==> src/rtl/sequenciador.sv <==
// Operation sequencer for the datapath controller: CLEARLD, ADDLD, a run of ADD steps,
// a run of SHIFTR steps, then DISPLAY until the consumer acknowledges.
module sequenciador (
  input  logic       clock,
  input  logic       reset,
  input  logic       start,
  input  logic [2:0] nadd,
  input  logic [1:0] nshift,
  input  logic       ack,
  input  logic       abort,
  output logic [2:0] Op,
  output logic       busy,
  output logic       done
);

  localparam logic [2:0] OpClearLd = 3'b000;
  localparam logic [2:0] OpAddLd   = 3'b001;
  localparam logic [2:0] OpAdd     = 3'b010;
  localparam logic [2:0] OpShiftR  = 3'b011;
  localparam logic [2:0] OpDisplay = 3'b100;

  typedef enum logic [2:0] {
    StIdle = 3'd0,
    StClr  = 3'd1,
    StLda  = 3'd2,
    StAdds = 3'd3,
    StShr  = 3'd4,
    StDisp = 3'd5
  } state_e;

  state_e     state_q, state_d;
  logic [2:0] add_cnt_q, add_cnt_d;
  logic [1:0] shift_cnt_q, shift_cnt_d;
  logic [2:0] op_d;
  logic       busy_d, done_d;

  always_comb begin
    state_d     = state_q;
    add_cnt_d   = add_cnt_q;
    shift_cnt_d = shift_cnt_q;
    case (state_q)
      StIdle: begin
        if (start) begin
          state_d     = StClr;
          add_cnt_d   = nadd;
          shift_cnt_d = nshift;
        end
      end
      StClr: begin
        state_d = abort ? StIdle : StLda;
      end
      StLda: begin
        if (abort)                    state_d = StIdle;
        else if (add_cnt_q != 3'd0)   state_d = StAdds;
        else if (shift_cnt_q != 2'd0) state_d = StShr;
        else                          state_d = StDisp;
      end
      StAdds: begin
        if (abort) begin
          state_d = StIdle;
        end else begin
          // Count held on entry equals the number of ADD cycles; leave on the last one.
          if (add_cnt_q != 3'd0) add_cnt_d = add_cnt_q - 3'd1;
          if (add_cnt_q <= 3'd1) state_d = (shift_cnt_q != 2'd0) ? StShr : StDisp;
        end
      end
      StShr: begin
        if (abort) begin
          state_d = StIdle;
        end else begin
          if (shift_cnt_q != 2'd0) shift_cnt_d = shift_cnt_q - 2'd1;
          if (shift_cnt_q <= 2'd1) state_d = StDisp;
        end
      end
      StDisp: begin
        if (ack) state_d = StIdle;
      end
      default: state_d = StIdle;
    endcase

    // Abandoned or finished sequences never leave stale counts behind.
    if (state_d == StIdle) begin
      add_cnt_d   = 3'd0;
      shift_cnt_d = 2'd0;
    end
  end

  // Outputs are decoded from the next state so the registered copies track the state register.
  always_comb begin
    op_d   = OpDisplay;
    busy_d = 1'b0;
    done_d = 1'b0;
    case (state_d)
      StClr:  begin op_d = OpClearLd; busy_d = 1'b1; end
      StLda:  begin op_d = OpAddLd;   busy_d = 1'b1; end
      StAdds: begin op_d = OpAdd;     busy_d = 1'b1; end
      StShr:  begin op_d = OpShiftR;  busy_d = 1'b1; end
      StDisp: begin op_d = OpDisplay; done_d = 1'b1; end
      default: begin
        op_d   = OpDisplay;
        busy_d = 1'b0;
        done_d = 1'b0;
      end
    endcase
  end

  always_ff @(posedge clock) begin
    if (!reset) begin
      state_q     <= StIdle;
      add_cnt_q   <= 3'd0;
      shift_cnt_q <= 2'd0;
      Op          <= OpDisplay;
      busy        <= 1'b0;
      done        <= 1'b0;
    end else begin
      state_q     <= state_d;
      add_cnt_q   <= add_cnt_d;
      shift_cnt_q <= shift_cnt_d;
      Op          <= op_d;
      busy        <= busy_d;
      done        <= done_d;
    end
  end

endmodule

==> config.mk <==
export PLATFORM = sky130hd
export DESIGN_NAME = sequenciador
export DESIGN_NICKNAME = d
export VERILOG_FILES = /design/src/rtl/sequenciador.sv
export SDC_FILE = /design/constraint.sdc
export NUM_CORES = 1
export LEC_CHECK = 0
export BUFFER_PORTS_ARGS = -buffer_cell sky130_fd_sc_hd__buf_2
export CAP_MARGIN = 15
export CELL_PAD_IN_SITES_DETAIL_PLACEMENT = 1
export CELL_PAD_IN_SITES_GLOBAL_PLACEMENT = 1
export CORE_MARGIN = 4
export CORE_UTILIZATION = 30
export CTS_BUF_LIST = sky130_fd_sc_hd__clkbuf_2 sky130_fd_sc_hd__clkbuf_4 sky130_fd_sc_hd__clkbuf_8
export DETAILED_ROUTE_END_ITERATION = 16
export GPL_TIMING_DRIVEN = 0
export PLACE_DENSITY = 0.61
export SETUP_SLACK_MARGIN = 0.02
export SKIP_CTS_REPAIR_TIMING = 1
export SYNTH_ARGS = -nofsm -noshare
export SYNTH_HDL_FRONTEND = slang
export SYNTH_SLANG_ARGS = --single-unit
==> constraint.sdc <==
create_clock -name clock -period 2.05 [get_ports clock]
set_clock_uncertainty 0.15 [all_clocks]
set_input_delay 0.205 -clock clock [delete_from_list [all_inputs] [get_ports clock]]
set_output_delay 0.205 -clock clock [all_outputs]
set_load 0.01 [all_outputs]
== After elaboration in Yosys (flattened, before gate mapping) ==
Index checks and enable logic that the tools add are counted.
W data, S select, Z words.

* Output and inout port bits: 5
* Logic and storage cells: 58
* Register bits: 13
* Bits of input ports: 10

* Reduce and logical (&&, ||, !) cells: 10
* Add/subtract/negate cells: 2
* Order comparisons: 2
* Muxes and demuxes: 22
* Bitwise gates (word level): 1
* Eq/ne operators: 15

{| class="wikitable"
|+ Operators with widths
! operator !! count
|-
| $mux W3 || 11
|-
| $pmux W3 S6 || 1
|-
| $eq A3 B2 Y1 const B || 4
|-
| $eq A3 B3 Y1 const B || 4
|-
| $pmux W3 S4 || 1
|-
| $ne A2 B2 Y1 const B || 5
|-
| $mux W2 || 4
|-
| $reduce_and A4 Y1 || 2
|-
| $eq A3 B1 Y1 const B || 2
|-
| $logic_not A3 Y1 || 2
|-
| $pmux W3 S2 || 1
|-
| $reduce_bool A2 Y1 || 3
|-
| $pmux W2 S2 || 1
|-
| $reduce_or A4 Y1 || 1
|-
| $le A3 B1 Y1 const B || 1
|-
| $mux W1 || 3
|-
| $reduce_bool A3 Y1 || 1
|-
| $sub A3 B1 Y3 const B || 1
|-
| $le A2 B1 Y1 const B || 1
|-
| $reduce_or A2 Y1 || 1
|-
| $sub A2 B1 Y2 const B || 1
|-
| $not A1 Y1 || 1
|}

== Longest topological paths before layout ==
Gate-level depths: netlist (run 1).

* Word-level depth: 8
* Gate-level depth with buffers: 6
* Depth with buffers taken out: 6

== Worst setup path before layout (run 1) ==
No wires, ideal clock.

* Kind: register -> register
* From: register shift_cnt_q[0]
* To: register busy
* Setup time: 0.121 ns
* Cell stages (with the launch flop): 7
* Path slack: -0.079 ns
* Data arrival time: 1.857 ns
* Data required time: 1.779 ns
* Path buffers: 0
* Clock period less this slack: 2.129 ns
* Cell sequence: dfxtp_1 -> inv_1 -> ha_1 -> or4b_1 -> o211a_1 -> a211oi_4 -> mux2_4

* Word-level cells in the longest chain between the ends: 8
* Elaborated cells on any way between the ends: 16
* Classes of those cells: order compare (1); eq/ne (4); mux (9); reduce/logical (2)

{| class="wikitable"
|+ Ends and longest elaborated chain
! what !! line !! RTL
|-
| start, declared || 33 || <nowiki>logic [1:0] shift_cnt_q, shift_cnt_d;</nowiki>
|-
| start signal, assigned || 118 || <nowiki>shift_cnt_q <= shift_cnt_d;</nowiki>
|-
| $reduce_bool A2 Y1 || 55, 64 ||
|-
| $mux W1 || 55, 64 ||
|-
| $mux W3, on equally long branches || 64, 54 ||
|-
| $mux W3, on equally long branches || 59, 53 ||
|-
| $pmux W3 S6 (*) || 41 || <nowiki>case (state_q)</nowiki>
|-
| $eq A3 B3 Y1, or another cell as far along || 93 || <nowiki>case (state_d)</nowiki>
|-
| $reduce_or A4 Y1 (no source line) (*) || -- ||
|-
| $mux W1 (*) || 93 ||
|-
| end signal, assigned || 120 || <nowiki>busy <= busy_d;</nowiki>
|-
| end, declared || 12 || <nowiki>output logic busy,</nowiki>
|}

Mark *: on every way between the ends. The rest lies on a longest branch, timed or not.
A chain may end at the register's enable or synchronous reset.

== Worst setup path in the final report (run 1) ==
* From: register shift_cnt_q[1]
* To: register busy

Same word-level chain as after synthesis.

==> results of run 1 <==
layout by cell type, fill, tap and decap left out, types with 2 or more instances in the layout:
cell type,instances
and2_1,2
nand3b_1,2
ha_1,2
a221oi_1,3
buf_4,6
inv_1,3
nand2b_1,4
inv_2,3
nor3_1,2
a21oi_1,6
dfxtp_1,9
nor2b_1,2
o21ai_0,3
clkbuf_4,5
nor2_1,5
mux2i_1,3
buf_2,15
ha_4,2
dfxtp_2,4
a211oi_1,2
nor3b_1,2
power breakdown:
group	internal, uW	switching, uW
Clock	88.5	82.2
Combinational	74.0	76.3
Sequential	266	10.1
per-layer routing:
layer	GRT usage [%]	wire length [um]
met3	2.13	58
met2	20.5	1020
met1	17.6	1100
met4	5.06	8
met5	0	0
worst max-delay path, cell delays in order, from the launching register on:
cell and delay [ns]:
dfxtp_2 0.34, inv_2 0.04, ha_4 0.16, or4b_1 0.47
o211a_1 0.19, a211oi_4 0.25, buf_6 0.15, mux2_4 0.29
layout make-up:
cell class / instances / area share (%)
flip-flops and latches: 13 / 24.2
well taps: 30 / 3.43
inverters: 8 / 2.97
clock buffers: 4 / 2.74
plain buffers: 2 / 1.14
multi-input cells: 68 / 53.9
repair buffers: 21 / 11.5
worst min-delay path by stage:
stage / startpoint / end / slack [ns] / cells past startpoint
floorplan: reset / state_q[1] / 0.17 / 1
CTS: reset / Op[1] / 0.05 / 2
detailed placement: reset / Op[1] / 0.33 / 2
global placement: reset / state_q[1] / 0.30 / 2
global route: reset / Op[1] / 0.04 / 2
finish: reset / Op[1] / 0.05 / 2
Yosys cell counts (2+ instances only):
library cell  instances
a211oi_1              2
a21oi_1               7
a221oi_1              3
and2_1                2
buf_2                 2
dfxtp_1              13
ha_1                  4
inv_1                 7
mux2i_1               4
nand2b_1              4
nand3b_1              2
nor2_1                6
nor2b_1               2
nor3_1                2
nor3b_1               4
o21ai_0               4
or3b_1                2
state kept, by name, indices dropped and copies added (netlist names):
signal / cells
Op: 3
add_cnt_q: 3
state_q: 3
shift_cnt_q: 2
busy: 1
done: 1
metrics by stage:
stage               TNS, ns  total power (uW)
global route         -0.383               641
CTS                  -0.966               576
global placement     -0.447               398
detailed placement   -0.636               403
finish               -0.109               597
floorplan                 0               363
cell families after synthesis:
kind of cell / count (synthesis)
fa+ha+maj: 4
flops: 13
compound gates: 29
buf+inv: 11
simple gates: 30
mux: 5
==> flow_summary.yaml, run 1 <==
status:
  status: "finished, violations left"
  violations: "setup timing"
global_routing:
  grt-ovfl-total: 0
  grt_antenna_before_repair: 0
  grt_max_degree: 11
  grt_pass1_wl_um: 3550
  grt_usage_pct: 13.0
  grt_pass1_vias: 761
placed_design:
  place_area_um2: 948
  dp_hpwl_um: 1590
  gp_congestion: 0.785
  io_buffer_count: 14
  dp_cells: 136
  post-place-ws_ns: -0.205
logic_synthesis:
  post-synth-top-area-cell: "dfxtp_1"
  synthAdderAreaFrac_pct: 6.08
  async_flop_share_pct: 0
  synth.area.mux_share_pct: 6.69
  yosys_warnings: 0
  synth_ff_type: "dfxtp_1"
  avgSynthCellArea_um2: 8.95
  synth_xor_area_share_pct: 0
  ys_seq_elements: 13
  synth_compound_area_share_pct: 27.8
  synth_top_family_by_area: "compound AO/OA/AOI/OAI gates"
  synth_area_leaders: "dfxtp_1 (32%), ha_1 (6.1%), mux2i_1 (4.9%), a21oi_1 (4.3%), nor3b_1 (3.6%)"
  syn_area_um2: 823
  synthDistinctLibCells: 39
  synth_edf_count: 0
  ys_seq_area_share_pct: 31.6
  synth-simple-area-share_pct: 22.5
  syn_inst: 92
  synth_nets: 106
  netlist.area_leader.share_pct: 31.6
finish:
  syn_to_final_growth_pct: 33.0
  antenna-diode-count: 0
  layout-drive-gt1-share_pct: 44.0
  final_design_area_no_fill_um2: 1090
  fin_cells: 146
  final_util_pct: 43.0
  regArea_um2: 265
  final_nets: 131
  multi_input_area_um2: 591
  fillers: 307
floorplan:
  die_w_um: 60.4
  start_util_pct: 32.4
  ios: 15
  core_area_um2: 2540
  rows: 18
  die_y_um: 60.4
  die-area_um2: 3650
sta:
  whs_ns: 0.0536
  clock.fmax_mhz: 466
  slew_headroom_pct: 67.3
  setup_viol: 2
  slew_violations: 0
  worstMarginPinSlew_ns: 0.489
  min_period_over_period_pct: 105
  layout_setup_ws_ns: -0.0968
  finalCriticalPeriod_ns: 2.15
  finalHoldViolCount: 0
  rsz0062_at_grt: "yes"
route:
  drc_errors: 0
  drt_pass1_iterations: 2
  vias_per_cell: 5.31
  drt-total-wl_um: 2190
  antenna_left: 0
  first_iter_violations: 12
  wire_per_inst_um: 15.0
  vias: 775
clock_network:
  clockBufferDepth: 2
  clkLatencyLatePin_ns: 0.27
  cts_root_buffer: "clkbuf_4"
  cts_tree: "yes"
  cts.sinks: 13
  clk_pin_slew_ns: 0.08
  numCtsBuffers: 3
  cts_max_level: 1
run:
  cap_violations: 0
worst_setup_path:
  critPathLaunchType: "register"
  r2r_end: "busy"
  r2r_start: "shift_cnt_q[1]"
  cp.required_ns: 2.06
  setup.worst_path.end_class: "register"
  regToRegSetupSlack_ns: -0.1
  worst-setup-path-type: "reg -> reg"
  startpoint: "shift_cnt_q[1]"
  cp-endpoint: "busy"
  crit_fanout: 4
  rr_worst_depth: 7
  cp.arrival_ns: 2.16
power:
  ir_drop_mv: 0.442
  leakage_uw: 0.000425
  p_per_area_nw_per_um2: 545
hold_path:
  min_path_type: "in -> reg"
Power figures use the tool's default switching activity.
==> run 2: changes to the inputs <==
- SKIP_LAST_GASP: unset -> 1
==> run 2 against run 1 <==
Effect of this change:
- the flow still finishes with violations (setup timing)
- critical endpoint unchanged
- via count up 0.52%
- largest power group unchanged
- worst setup slack about the same
- first-iteration DRC count up 17%
- largest cell class unchanged
==> flow_summary.yaml, run 2 (synthesis gave the netlist of run 1 again) <==
status:
  status: "finished, violations left"
  violations: "setup timing"
sta:
  layout_setup_ws_ns: -0.0968
  slew_headroom_pct: 67.4
  slew_violations: 0
  finalSetupTns_ns: -0.127
  clock.fmax_mhz: 466
  finalCriticalPeriod_ns: 2.15
  worstMarginPinSlew_ns: 0.488
  rsz0062_at_grt: "yes"
  setup_viol: 2
  finalHoldViolCount: 0
  min_period_over_period_pct: 105
floorplan:
  start_util_pct: 32.4
  ios: 15
  rows: 18
  die_w_um: 60.4
  die-area_um2: 3650
  die_y_um: 60.4
  core_area_um2: 2540
power:
  internal_power_uw: 427
  swShare_pct: 28.2
  p_sw_uw: 168
  p_per_area_nw_per_um2: 546
  ir_drop_mv: 0.440
  pwr-share-seq_pct: 46.2
  power_frac_clock_pct: 28.7
  p_total_uw: 596
  p_comb_share_pct: 25.1
  leakage_uw: 0.000424
clock_network:
  cts.sinks: 13
  cts_tree: "yes"
  clk_pin_slew_ns: 0.09
  cts_max_level: 1
  numCtsBuffers: 3
  clkLatencyLatePin_ns: 0.27
  cts_root_buffer: "clkbuf_4"
  clockBufferDepth: 2
finish:
  fillers: 309
  antenna-diode-count: 0
  final_util_pct: 42.9
  final_nets: 131
  largestRegisters: "Op (3), add_cnt_q (3), state_q (3)"
  regArea_um2: 265
  syn_to_final_growth_pct: 32.5
  final_common_cell: "buf_2"
  multi_input_area_um2: 587
  layout_common_cells: "buf_2 (15), dfxtp_1 (9), a21oi_1 (6), buf_4 (6)"
  layout-drive-gt1-share_pct: 43.1
global_routing:
  grt_pass1_vias: 761
  grt-ovfl-total: 0
  grt_usage_pct: 13.0
  grt_pass1_wl_um: 3550
  grt_max_degree: 11
  grt_antenna_before_repair: 0
worst_setup_path:
  worst-setup-path-type: "reg -> reg"
  crit_fanout: 4
  setup.worst_path.end_class: "register"
  cp.required_ns: 2.06
  critPathLaunchType: "register"
  cp.arrival_ns: 2.16
route:
  vias: 779
  vias_per_cell: 5.34
  drt_pass1_iterations: 3
  antenna_left: 0
  wire_per_inst_um: 15.0
  drt-total-wl_um: 2190
  drc_errors: 0
  first_iter_violations: 14
placed_design:
  io_buffer_count: 14
  gp_congestion: 0.785
  dp_hpwl_um: 1590
  post-place-ws_ns: -0.205
run:
  cap_violations: 0
hold_path:
  min_path_type: "in -> reg"
[run 2: cell counts in the layout (fill, tap and decap cells not counted)]
No cell type changed its count.
[run 2: worst max-delay path, cell delays in order (launching register included)]
cell and delay [ns]:
dfxtp_2 0.34, inv_2 0.04, ha_4 0.16, or4b_1 0.47
o211a_1 0.19, a211oi_4 0.25, buf_6 0.15, mux2_4 0.29
[run 2: power by group through the flow]
stage          sequential (uW)  clock, uW  combinational, uW
2_1_floorplan              280          0               82.9
3_3_place_gp               279          0                119
3_5_place_dp               279          0                124
4_1_cts                    273        178                124
5_1_grt                    278        197                165
6_report                   275        171                149
[run 2: metrics by stage]
| stage | instances | area, um2 | hold slack (ns) |
|---|---|---|---|
| after floorplan | 92 | 841 | 0.173 |
| after global placement | 136 | 948 | 0.302 |
| after detailed placement | 136 | 948 | 0.333 |
| after CTS | 140 | 978 | 0.0501 |
| after global routing | 146 | 1090 | 0.0412 |
| final | 146 | 1090 | 0.0550 |
[run 2: path summary, 6_finish.rpt]
kind / slack [ns] / depth (start not counted) / end / start
max reg2reg: -0.1 / 7 / busy / shift_cnt_q[1]
max: -0.1 / 7 / busy / shift_cnt_q[1]
min: 0.05 / 2 / Op[1] / reset
min reg2reg: 0.36 / 2 / add_cnt_q[1] / add_cnt_q[1]
[run 2: routing by layer]
layer / vias up / wire, um / share of wire [%] / track usage, %
li1: 393 / - / - / -
met1: 376 / 1080 / 50 / 17.6
met2: 8 / 1040 / 47 / 20.5
met3: 2 / 56 / 2.6 / 2.13
met4: 0 / 10 / 0.46 / 5.06
met5: - / 0 / 0 / 0
[run 2: final cells by class]
type	count	area share [%]
repair buffers	21	11.6
plain buffers	2	1.15
clock buffers	4	2.75
multi-input cells	68	53.8
inverters	8	2.98
well taps	30	3.44
flip-flops and latches	13	24.3
==> run 3: changes to the inputs <==
- clock period: 2.05 -> 1.93 ns (I/O delays scaled with it)
==> run 3 against run 2 <==
Effect of this change:
- the run still ends with setup timing left
- power increased by 6.3%
- core utilization is the same
- sequential power is 6% higher
- critical path type unchanged
- wire length is essentially flat
- sequential cell count did not move
- fmax about the same
- non-clock buffer count is the same
- highest routed layer unchanged
==> flow_summary.yaml, run 3 (synthesis gave the netlist of run 1 again) <==
status:
  status: "finished, violations left"
  violations: "setup timing"
route:
  vias: 779
  antenna_left: 0
  wire_per_inst_um: 15.0
  drt-total-wl_um: 2190
  vias_per_cell: 5.34
  drt_pass1_iterations: 3
  drc_errors: 0
  first_iter_violations: 12
worst_setup_path:
  crit_chain: "inv_2 -> ha_4 -> or4b_1 -> o211a_1 -> a211oi_4 -> buf_6 -> mux2_4"
  worst-setup-path-type: "reg -> reg"
  cp.arrival_ns: 2.16
  slowest_stage: "or4b_1"
  timing.critical_path.buf_inv: 2
  critPathTopFamily: "simple AND/OR/NAND/NOR gates"
  r2r_end: "busy"
  setup.worst_path.end_class: "register"
  critPathLaunchType: "register"
  crit_fanout: 4
  cpPeakStageDelay_ns: 0.47
  rr_worst_depth: 7
  cp.required_ns: 1.94
  regToRegSetupSlack_ns: -0.22
  r2r_start: "shift_cnt_q[1]"
finish:
  fillers: 309
  antenna-diode-count: 0
  final_design_area_no_fill_um2: 1090
  layout_common_cells: "buf_2 (15), dfxtp_1 (9), a21oi_1 (6), buf_4 (6)"
  layout-drive-gt1-share_pct: 43.1
  final_common_cell: "buf_2"
  syn_to_final_growth_pct: 32.5
  final_nets: 131
  largestRegisters: "Op (3), add_cnt_q (3), state_q (3)"
global_routing:
  grt_usage_pct: 13.0
  grt_antenna_before_repair: 0
  grt_max_degree: 11
  grt_pass1_wl_um: 3550
  grt_pass1_vias: 761
  grt-ovfl-total: 0
clock_network:
  cts.sinks: 13
  cts_max_level: 1
  numCtsBuffers: 3
  cts_tree: "yes"
  clk_pin_slew_ns: 0.09
  clkLatencyLatePin_ns: 0.27
  cts_root_buffer: "clkbuf_4"
  clockBufferDepth: 2
sta:
  slew_violations: 0
  slew_headroom_pct: 67.3
  finalHoldViolCount: 0
  min_period_over_period_pct: 111
  rsz0062_at_grt: "yes"
  setup_viol: 8
  finalCriticalPeriod_ns: 2.15
  finalSetupTns_ns: -0.631
  worstMarginPinSlew_ns: 0.489
  clock.fmax_mhz: 466
  layout_setup_ws_ns: -0.217
hold_path:
  whs_path_depth: 2
  min_from: "reset"
  min_path_type: "in -> reg"
  whs_endpoint: "Op[1]"
floorplan:
  core_area_um2: 2540
  start_util_pct: 32.4
  die-area_um2: 3650
  die_y_um: 60.4
  ios: 15
  rows: 18
  die_w_um: 60.4
placed_design:
  place_area_um2: 948
  io_buffer_count: 14
  dp_hpwl_um: 1590
  gp_congestion: 0.785
power:
  ir_drop_mv: 0.468
  leakage_uw: 0.000424
  p_per_area_nw_per_um2: 580
run:
  cap_violations: 0
[run 3: cell counts in the layout (fill, tap and decap cells not counted)]
Identical to the previous run, type by type.
[run 3: area by class of cell]
cell class | instances | area [um2] | area share [%]
repair buffers | 21 | 126 | 11.6
flip-flops and latches | 13 | 265 | 24.3
inverters | 8 | 32.5 | 2.98
clock buffers | 4 | 30.0 | 2.75
well taps | 30 | 37.5 | 3.44
plain buffers | 2 | 12.5 | 1.15
multi-input cells | 68 | 587 | 53.8
[run 3: worst max path at each step]
stage                              start    to  slack (ns)  cells after the start
after floorplan           shift_cnt_q[0]  busy       -0.11                      6
after global routing      shift_cnt_q[0]  busy       -0.29                      7
final                     shift_cnt_q[1]  busy       -0.22                      7
after global placement    shift_cnt_q[1]  busy       -0.31                      6
after detailed placement  shift_cnt_q[1]  busy       -0.33                      6
after CTS                 shift_cnt_q[1]  busy       -0.37                      6
[run 3: stage by stage]
stage	hold slack (ns)	util, %	total power [uW]	instances	worst slack, ns
after floorplan	0.161	-	385	92	-0.110
after CTS	0.0381	38.4	612	140	-0.371
final	0.0430	42.9	633	146	-0.217
after global placement	0.290	37.3	423	136	-0.307
after global routing	0.0292	42.9	680	146	-0.291
after detailed placement	0.321	37.3	428	136	-0.325
[run 3: routing by layer]
layer	GRT usage [%]	wire (um)
met3	2.13	56
met1	17.6	1080
met4	5.06	10
met2	20.5	1040
met5	0	0
[run 3: power breakdown]
part | internal [uW] | total, uW | switching [uW]
Clock | 94.0 | 182 | 87.8
Sequential | 282 | 292 | 10.5
Combinational | 77.9 | 159 | 80.6
Total | 454 | 633 | 179
